`src/rtl/fpmul_op_issuer.sv`:
```
// fpmul_op_issuer: buffers host operand pairs, issues them one at a time to the multiplier and returns tagged results.
// Optional FPMUL_ISSUER_THROTTLE_EN: LFSR-driven res_ready back-pressure in WAIT_RES.
module fpmul_op_issuer #(
   parameter int DATA_W      = 32,
   parameter int FIFO_DEPTH  = 4,
   parameter int TAG_W       = 8,
   parameter int TIMEOUT_CYC = 64
) (
   input  logic              clk,
   input  logic              rst,
   input  logic              host_valid_i,
   output logic              host_ready_o,
   input  logic [DATA_W-1:0] host_a_i,
   input  logic [DATA_W-1:0] host_b_i,
   output logic              op_valid_o,
   input  logic              op_ready_i,
   output logic [DATA_W-1:0] op_a_o,
   output logic [DATA_W-1:0] op_b_o,
   input  logic              res_valid_i,
   output logic              res_ready_o,
   input  logic [DATA_W-1:0] res_data_i,
   output logic              out_valid_o,
   input  logic              out_ready_i,
   output logic [DATA_W-1:0] out_data_o,
   output logic [TAG_W-1:0]  out_tag_o,
   output logic              out_timeout_o,
   output logic              busy_o
);
   localparam int AW = $clog2(FIFO_DEPTH);
   localparam int CW = AW + 1;
   localparam int TW = $clog2(TIMEOUT_CYC);
   typedef enum logic [1:0] {IDLE, ISSUE, WAIT_RES, DELIVER} state_t;
   state_t state_q, state_d;
   logic [DATA_W-1:0] mem_a [FIFO_DEPTH];
   logic [DATA_W-1:0] mem_b [FIFO_DEPTH];
   logic [AW-1:0] wr_q, rd_q;
   logic [CW-1:0] cnt_q, cnt_d;
   logic rdy_q, push, pop, res_xfer;
   logic op_valid_q, op_valid_d, out_valid_q, out_valid_d, out_timeout_q, out_timeout_d;
   logic [DATA_W-1:0] op_a_q, op_a_d, op_b_q, op_b_d, out_data_q, out_data_d;
   logic [TAG_W-1:0] tag_q, tag_d;
   logic [TW-1:0] tcnt_q, tcnt_d;
   assign push     = host_valid_i & rdy_q;
   assign res_xfer = res_valid_i & res_ready_o;
   assign cnt_d    = cnt_q + CW'(push) - CW'(pop);
   always_ff @(posedge clk) begin
      if (push) begin
         mem_a[wr_q] <= host_a_i;
         mem_b[wr_q] <= host_b_i;
      end
   end
   // host_ready is registered from the next-state count so it never depends on host_valid
   always_ff @(posedge clk) begin
      if (rst) begin
         wr_q  <= '0;
         rd_q  <= '0;
         cnt_q <= '0;
         rdy_q <= 1'b0;
      end else begin
         wr_q  <= wr_q + AW'(push);
         rd_q  <= rd_q + AW'(pop);
         cnt_q <= cnt_d;
         rdy_q <= cnt_d != CW'(FIFO_DEPTH);
      end
   end
   always_ff @(posedge clk) begin
      if (rst) begin
         state_q       <= IDLE;
         op_valid_q    <= 1'b0;
         op_a_q        <= '0;
         op_b_q        <= '0;
         out_valid_q   <= 1'b0;
         out_data_q    <= '0;
         out_timeout_q <= 1'b0;
         tag_q         <= '0;
         tcnt_q        <= '0;
      end else begin
         state_q       <= state_d;
         op_valid_q    <= op_valid_d;
         op_a_q        <= op_a_d;
         op_b_q        <= op_b_d;
         out_valid_q   <= out_valid_d;
         out_data_q    <= out_data_d;
         out_timeout_q <= out_timeout_d;
         tag_q         <= tag_d;
         tcnt_q        <= tcnt_d;
      end
   end
   always_comb begin
      state_d       = state_q;
      pop           = 1'b0;
      op_valid_d    = op_valid_q;
      op_a_d        = op_a_q;
      op_b_d        = op_b_q;
      out_valid_d   = out_valid_q;
      out_data_d    = out_data_q;
      out_timeout_d = out_timeout_q;
      tag_d         = tag_q;
      tcnt_d        = tcnt_q;
      case (state_q)
         IDLE: if (cnt_q != '0) begin
            pop        = 1'b1;
            op_a_d     = mem_a[rd_q];
            op_b_d     = mem_b[rd_q];
            op_valid_d = 1'b1;
            state_d    = ISSUE;
         end
         ISSUE: if (op_ready_i) begin
            op_valid_d = 1'b0;
            tcnt_d     = '0;
            state_d    = WAIT_RES;
         end
         WAIT_RES: begin
            tcnt_d = tcnt_q + 1'b1;
            // a result arriving on the final timeout cycle still wins
            if (res_xfer || tcnt_q == TW'(TIMEOUT_CYC - 1)) begin
               out_data_d    = res_xfer ? res_data_i : '0;
               out_timeout_d = !res_xfer;
               out_valid_d   = 1'b1;
               state_d       = DELIVER;
            end
         end
         DELIVER: if (out_ready_i) begin
            out_valid_d = 1'b0;
            tag_d       = tag_q + 1'b1;
            state_d     = IDLE;
         end
         default: state_d = IDLE;
      endcase
   end
`ifdef FPMUL_ISSUER_THROTTLE_EN
   logic [7:0] lfsr_q;
   always_ff @(posedge clk) begin
      if (rst) lfsr_q <= 8'hA5;
      else lfsr_q <= {lfsr_q[6:0], lfsr_q[7] ^ lfsr_q[5] ^ lfsr_q[4] ^ lfsr_q[3]};
   end
   assign res_ready_o = (state_q == WAIT_RES) & lfsr_q[0];
`else
   assign res_ready_o = state_q == WAIT_RES;
`endif
   assign host_ready_o  = rdy_q;
   assign op_valid_o    = op_valid_q;
   assign op_a_o        = op_a_q;
   assign op_b_o        = op_b_q;
   assign out_valid_o   = out_valid_q;
   assign out_data_o    = out_data_q;
   assign out_tag_o     = tag_q;
   assign out_timeout_o = out_timeout_q;
   assign busy_o        = (state_q != IDLE) | (cnt_q != '0);
endmodule

```
`config.mk`:
```
export PLATFORM = sky130hd
export DESIGN_NAME = fpmul_op_issuer
export DESIGN_NICKNAME = d
export VERILOG_FILES = /design/src/rtl/fpmul_op_issuer.sv
export SDC_FILE = /design/constraint.sdc
export NUM_CORES = 1
export LEC_CHECK = 0
export ABC_AREA = 1
export CAP_MARGIN = 40
export CORE_ASPECT_RATIO = 0.5
export CORE_UTILIZATION = 34
export CTS_CLUSTER_SIZE = 40
export DETAILED_ROUTE_END_ITERATION = 12
export SLEW_MARGIN = 5
export SYNTH_ARGS = -nofsm -noshare
export SYNTH_HDL_FRONTEND = slang
export SYNTH_SLANG_ARGS = --single-unit
```
`constraint.sdc`:
```
create_clock -name clk -period 8.31 [get_ports clk]
set_clock_uncertainty 0.15 [all_clocks]
set_input_delay 1.662 -clock clk [delete_from_list [all_inputs] [get_ports clk]]
set_output_delay 1.662 -clock clk [all_outputs]
set_load 0.05 [all_outputs]
```
Yosys cells after proc, flatten, opt, wreduce, memory -nomap -nowiden --
Memories as Yosys holds them, arrays and structs flattened. A register that Yosys moved wholly into a read port is not among the register bits. Cells that the tools add are included.
Storage, ports and cells: bits in read-only memories 0, bits in latches 0, memory bits (writable) 256, register bits after elaboration 59, memories 2
Memories:
- mem_a | words 4, bits a word 32, rd ports 1, clocked after memory_dff 1, write ports 1, line 34 | logic [DATA_W-1:0] mem_a [FIFO_DEPTH];
- mem_b | words 4, bits a word 32, rd ports 1, clocked after memory_dff 1, write ports 1, line 35 | logic [DATA_W-1:0] mem_b [FIFO_DEPTH];
Cells by class: multiply operators 0, order comparisons 0, divide/modulo/power cells 0, eq/ne operators 9, add/sub/neg operators 6, shifts and indexed selects 0, bitwise logic cells 3, multiplexer cells 18, reductions and logical operators 15
Operators with widths (count):
- 32-bit 2-to-1 mux | 1
- 6-bit one-hot mux with 2 select lines | 1
- 8-bit by 1-bit adder with 8-bit output, second input constant | 1
- 1-bit 2-to-1 mux | 8
- 2-bit 2-to-1 mux | 4
- 2-bit one-hot mux with 4 select lines | 1
- 2-bit AND reduction | 4
- 2-bit nonzero test | 4
- 6-bit by 1-bit adder with 6-bit output, second input constant | 1
- 6-bit == test, second input constant | 1
- 6-bit 2-to-1 mux | 1
- 2-bit != test, second input constant | 3
- 3-bit AND reduction | 2
- 2-bit by 1-bit adder with 2-bit output | 2
- 2-bit == test, second input constant | 2
- 1-bit one-hot mux with 2 select lines | 2
- 4-bit AND reduction | 1
- 3-bit by 1-bit adder with 3-bit output | 1
- 3-bit != test, second input constant | 1
- 3-bit nonzero test | 1
- 3-bit by 1-bit subtractor with 3-bit output | 1
- 1-bit bitwise AND | 2
- 2-bit by 1-bit == test with 1-bit output, second input constant | 1
- 2-bit logical NOT | 1
- other kinds (4) | 4

Longest topological paths before layout --
depth after elaboration 5, gate-level depth with buffers 13, mapped depth without buffers 12

Worst setup path before layout --
Ideal clock, no wire load.
path kind input to register, start in host_valid_i, end mem mem_a[0][0], enable pin, library setup time 0.565 ns, data required time 7.595 ns, cell stages on the path 2, slack 1.432 ns, arrival time 6.163 ns, cell sequence nand2_1 > nor3_1
Between the ends: cells in the longest elaborated chain, start to end 3
RTL lines:
- start: declaration | line 11 | input logic host_valid_i,
- 1-bit bitwise AND | line 43 | assign push = host_valid_i & rdy_q;
- 1-bit 2-to-1 mux | line 47 | if (push) begin
- 1-bit 2-to-1 mux (implied by the code) | line 48 | mem_a[wr_q] <= host_a_i;
- end: declaration | line 34
Every way passes these cells.

Worst setup path after layout --
start reg state_q[0], end out busy_o
Between the ends: cells in the longest elaborated chain, start to end 2
RTL lines:
- start: declaration | line 33 | state_t state_q, state_d;
- start signal: assignment | line 78 | state_q <= state_d;
- 2-bit nonzero test | line 149 | assign busy_o = (state_q != IDLE) | (cnt_q != '0);
- 1-bit bitwise OR | line 149
- end: declaration | line 27 | output logic busy_o
Every way passes these cells.

==> flow_metrics.py <==
metrics = {
    "place": {
        "place_hpwl_um": 20500,
        "port_buffers": 211,
        "postPlaceCellArea_um2": 16800,
        "gp_congestion": 0.745,
        "dp_slack_ns": 4.58,
    },
    "global_route": {
        "grt_max_degree": 91,
        "grt_pass1_vias": 9660,
        "grt_pass1_wl_um": 53500,
        "grt-ovfl-total": 0,
        "track_usage_pct": 15.9,
        "use_met3_pct": 2.74,
        "grt-busiest-layer": "met2",
        "grtUsageMet2_pct": 29.8,
        "antenna_found_initial": 2,
        "use_met1_pct": 18.6,
    },
    "hold_path": {
        "holdPathEnd": "out_valid_o",
        "worstHoldPathType": "flop to flop",
        "hold_depth": 2,
        "hold_path.startpoint": "out_valid_o",
    },
    "synth": {
        "yosys_warnings": 0,
        "synthCells": 1235,
        "synth_simple_gate_area_share_pct": 11.5,
        "synth_area_per_cell_um2": 11.5,
        "netlist_area_um2": 14200,
        "synth-adder-area-share_pct": 0.843,
        "synthMuxAreaShare_pct": 0,
        "syn_nets": 1346,
        "ys_ff_latch": 379,
        "synth_top_family_by_area": "compound AO/OA/AOI/OAI gates",
        "synth_compound_area_share_pct": 11.8,
        "synth.yosys.seq_area_share_pct": 71.3,
        "ys_types": 31,
        "synthXorXnorAreaFrac_pct": 0.184,
    },
    "drt": {
        "drt_iter0_markers": 603,
        "viasPerCell": 4.92,
        "drtPass1Iterations": 5,
        "routed-via-count": 9823,
        "wl_um": 34600,
        "drc": 0,
        "ant_nets": 0,
        "wire_per_inst_um": 17.3,
    },
    "critical_path": {
        "r2r_end": "host_ready_o",
        "crit_chain": "inv_1 > ha_1 > nand3_1 > clkdlybuf4s50_1",
        "critPathMaxFanout": 5,
        "reg2reg_slack_ns": 5.52,
        "r2r-start": "state_q[0]",
        "worstSetupPathType": "flop to output pin",
        "critPathLaunchType": "flop",
        "cp-end-kind": "output pin",
        "path_buf_inv": 2,
        "max_stage_delay_ns": 0.85,
        "cp.arrival_ns": 2.34,
        "critPathTopFamily": "buffers and inverters",
        "ff2ff_path_depth": 13,
        "cpMaxStageDelayCell": "clkdlybuf4s50_1",
        "required_ns": 6.50,
    },
    "timing": {
        "slew_viol_final": 0,
        "slew_headroom_pct": 37.7,
        "setup_viol": 0,
        "finalSetupTns_ns": 0,
        "hold_ws_ns": 0.317,
        "setup_ws_ns": 4.16,
        "worstMarginPinSlew_ns": 0.934,
        "fin_crit_ns": 4.15,
        "fin_crit_sh_pct": 49.9,
        "hold_viol": 0,
        "fmax_mhz": 241,
        "rsz0062_at_grt": "false",
    },
    "pwr": {
        "p_seq_share_pct": 38.6,
        "power.combinational.fraction_pct": 36.0,
        "ir_worst_vdd_uv": 168,
        "p_switching_uw": 2470,
        "power_density_nw_per_um2": 357,
        "swShare_pct": 38.3,
        "clkPwrFrac_pct": 25.4,
        "cellInternalPower_uw": 3980,
        "p_leak_uw": 0.00614,
    },
    "cts": {
        "cts_inserted_buffers": 37,
        "cts_root_buffer": "clkbuf_16",
        "cts-htree-levels": 2,
        "cts-hold-fix-buffers": 0,
        "cts.repair.resized": 0,
        "cts_tree": "yes",
        "cts_sinks": 379,
        "cts_setup_buffers": 0,
        "clk_pin_slew_worst_paths_ns": 0.06,
        "clk_latency_ns": 0.54,
        "cts_buffer_depth": 3,
    },
    "status": {
        "status": "finished clean",
    },
    "die": {
        "die_h_um": 147,
        "num_io_pins": 212,
        "row_count": 52,
        "core_um2": 40900,
        "die_area_um2": 42800,
        "start_util_pct": 34.9,
        "die_w_um": 291,
    },
    "final_layout": {
        "design_area_um2": 18000,
        "nFillCells": 3621,
        "area_growth_syn_to_layout_pct": 26.6,
        "most-common-layout-cells": "288 x nor2_1, 256 x edfxtp_1, 210 x clkdlybuf4s50_1",
        "final_common_cell": "nor2_1",
        "drive_gt1_share_pct": 6.74,
        "fin_nets": 1535,
    },
    "flow_run": {
        "cap_viol_max_count": 0,
    },
}
-- routing by layer --
layer / vias to the layer above / routed length (um)
met3: 49 / 1390
met2: 205 / 18500
met4: 0 / 693
li1: 4733 / -
met1: 4836 / 14000
met5: - / 0
-- power groups by stage --
stage               clock network [uW]  registers [uW]  logic [uW]
detailed placement                   0            2530        2330
floorplan                            0            3110        1030
global route                      1750            2520        2500
global placement                     0            2520        2250
CTS                               1670            2500        2340
finish                            1630            2490        2320
-- cells by family (layout without fill, tap and decap cells) --
logic type	after synthesis	in the layout
AO/OA/AOI/OAI	311	311
XOR/XNOR	3	3
adder cells (fa/ha/maj)	9	9
buffers and inverters	117	335
flip-flops	379	379
other	0	2
AND/OR/NAND/NOR	416	416
-- flip-flops by register name (all words and copies together) (netlist names) --
register	flops
op_valid_o	1
out_data_o	32
cnt_q	3
out_timeout_o	1
host_ready_o	1
out_tag_o	8
mem_b	128
wr_q	2
mem_a	128
state_q	2
op_b_o	32
rd_q	2
out_valid_o	1
tcnt_q	6
op_a_o	32
-- stage by stage --
step / util, % / total power (uW) / std cells
2_1_floorplan: - / 4140 / 1235
3_3_place_gp: 40.8 / 4770 / 1918
3_5_place_dp: 41.2 / 4860 / 1925
4_1_cts: 44.1 / 6510 / 1993
5_1_grt: 44.1 / 6780 / 1995
6_report: 44.1 / 6440 / 1995
-- cell type report --
cell class | instances | area (um2) | area share (%)
Clock inverter | 19 | 176 | 0.978
Inverter | 39 | 149 | 0.826
Tap cell | 540 | 676 | 3.75
Timing Repair Buffer | 228 | 2360 | 13.1
Antenna cell | 2 | 5.00 | 0.0278
Multi-Input combinational cell | 739 | 3500 | 19.4
Clock buffer | 49 | 1010 | 5.61
Sequential cell | 379 | 10200 | 56.3
-- synth_stat cells, drive strengths merged --
master    n  area share (%)
dfxtp   123              17
nor3      8            0.28
buf      53             2.6
edfxtp  256              54
clkbuf   25            0.66
nand2    71             1.9
nor2    288             7.6
o22ai    64             2.8
nand4     2           0.088
a211oi    2            0.14
or2       2           0.088
clkinv    2           0.053
nand3    44             1.5
xnor2     2            0.12
and2      1           0.044
xor2      1           0.062
inv      37            0.99
fa        1            0.14
o21ai   202             7.4
a21oi    43             1.5
ha        8            0.70
-- tightest hold or removal path: stages (launching register included) --
cell and delay [ns]:
dfxtp_1 0.31, nand2_1 0.06, a21oi_1 0.05
-- worst max-delay path by stage --
stage | startpoint | end | slack, ns | cells after the start
after floorplan | host_valid_i | mem_a[0][0] | 1.43 | 2
after global placement | host_valid_i | mem_b[0][22] | 4.46 | 4
after detailed placement | res_valid_i | out_data_o[11] | 4.58 | 5
after CTS | state_q[0] | busy_o | 4.14 | 4
after global routing | state_q[0] | busy_o | 4.07 | 4
final | state_q[0] | busy_o | 4.16 | 4
(Power assumes the default switching activity.)
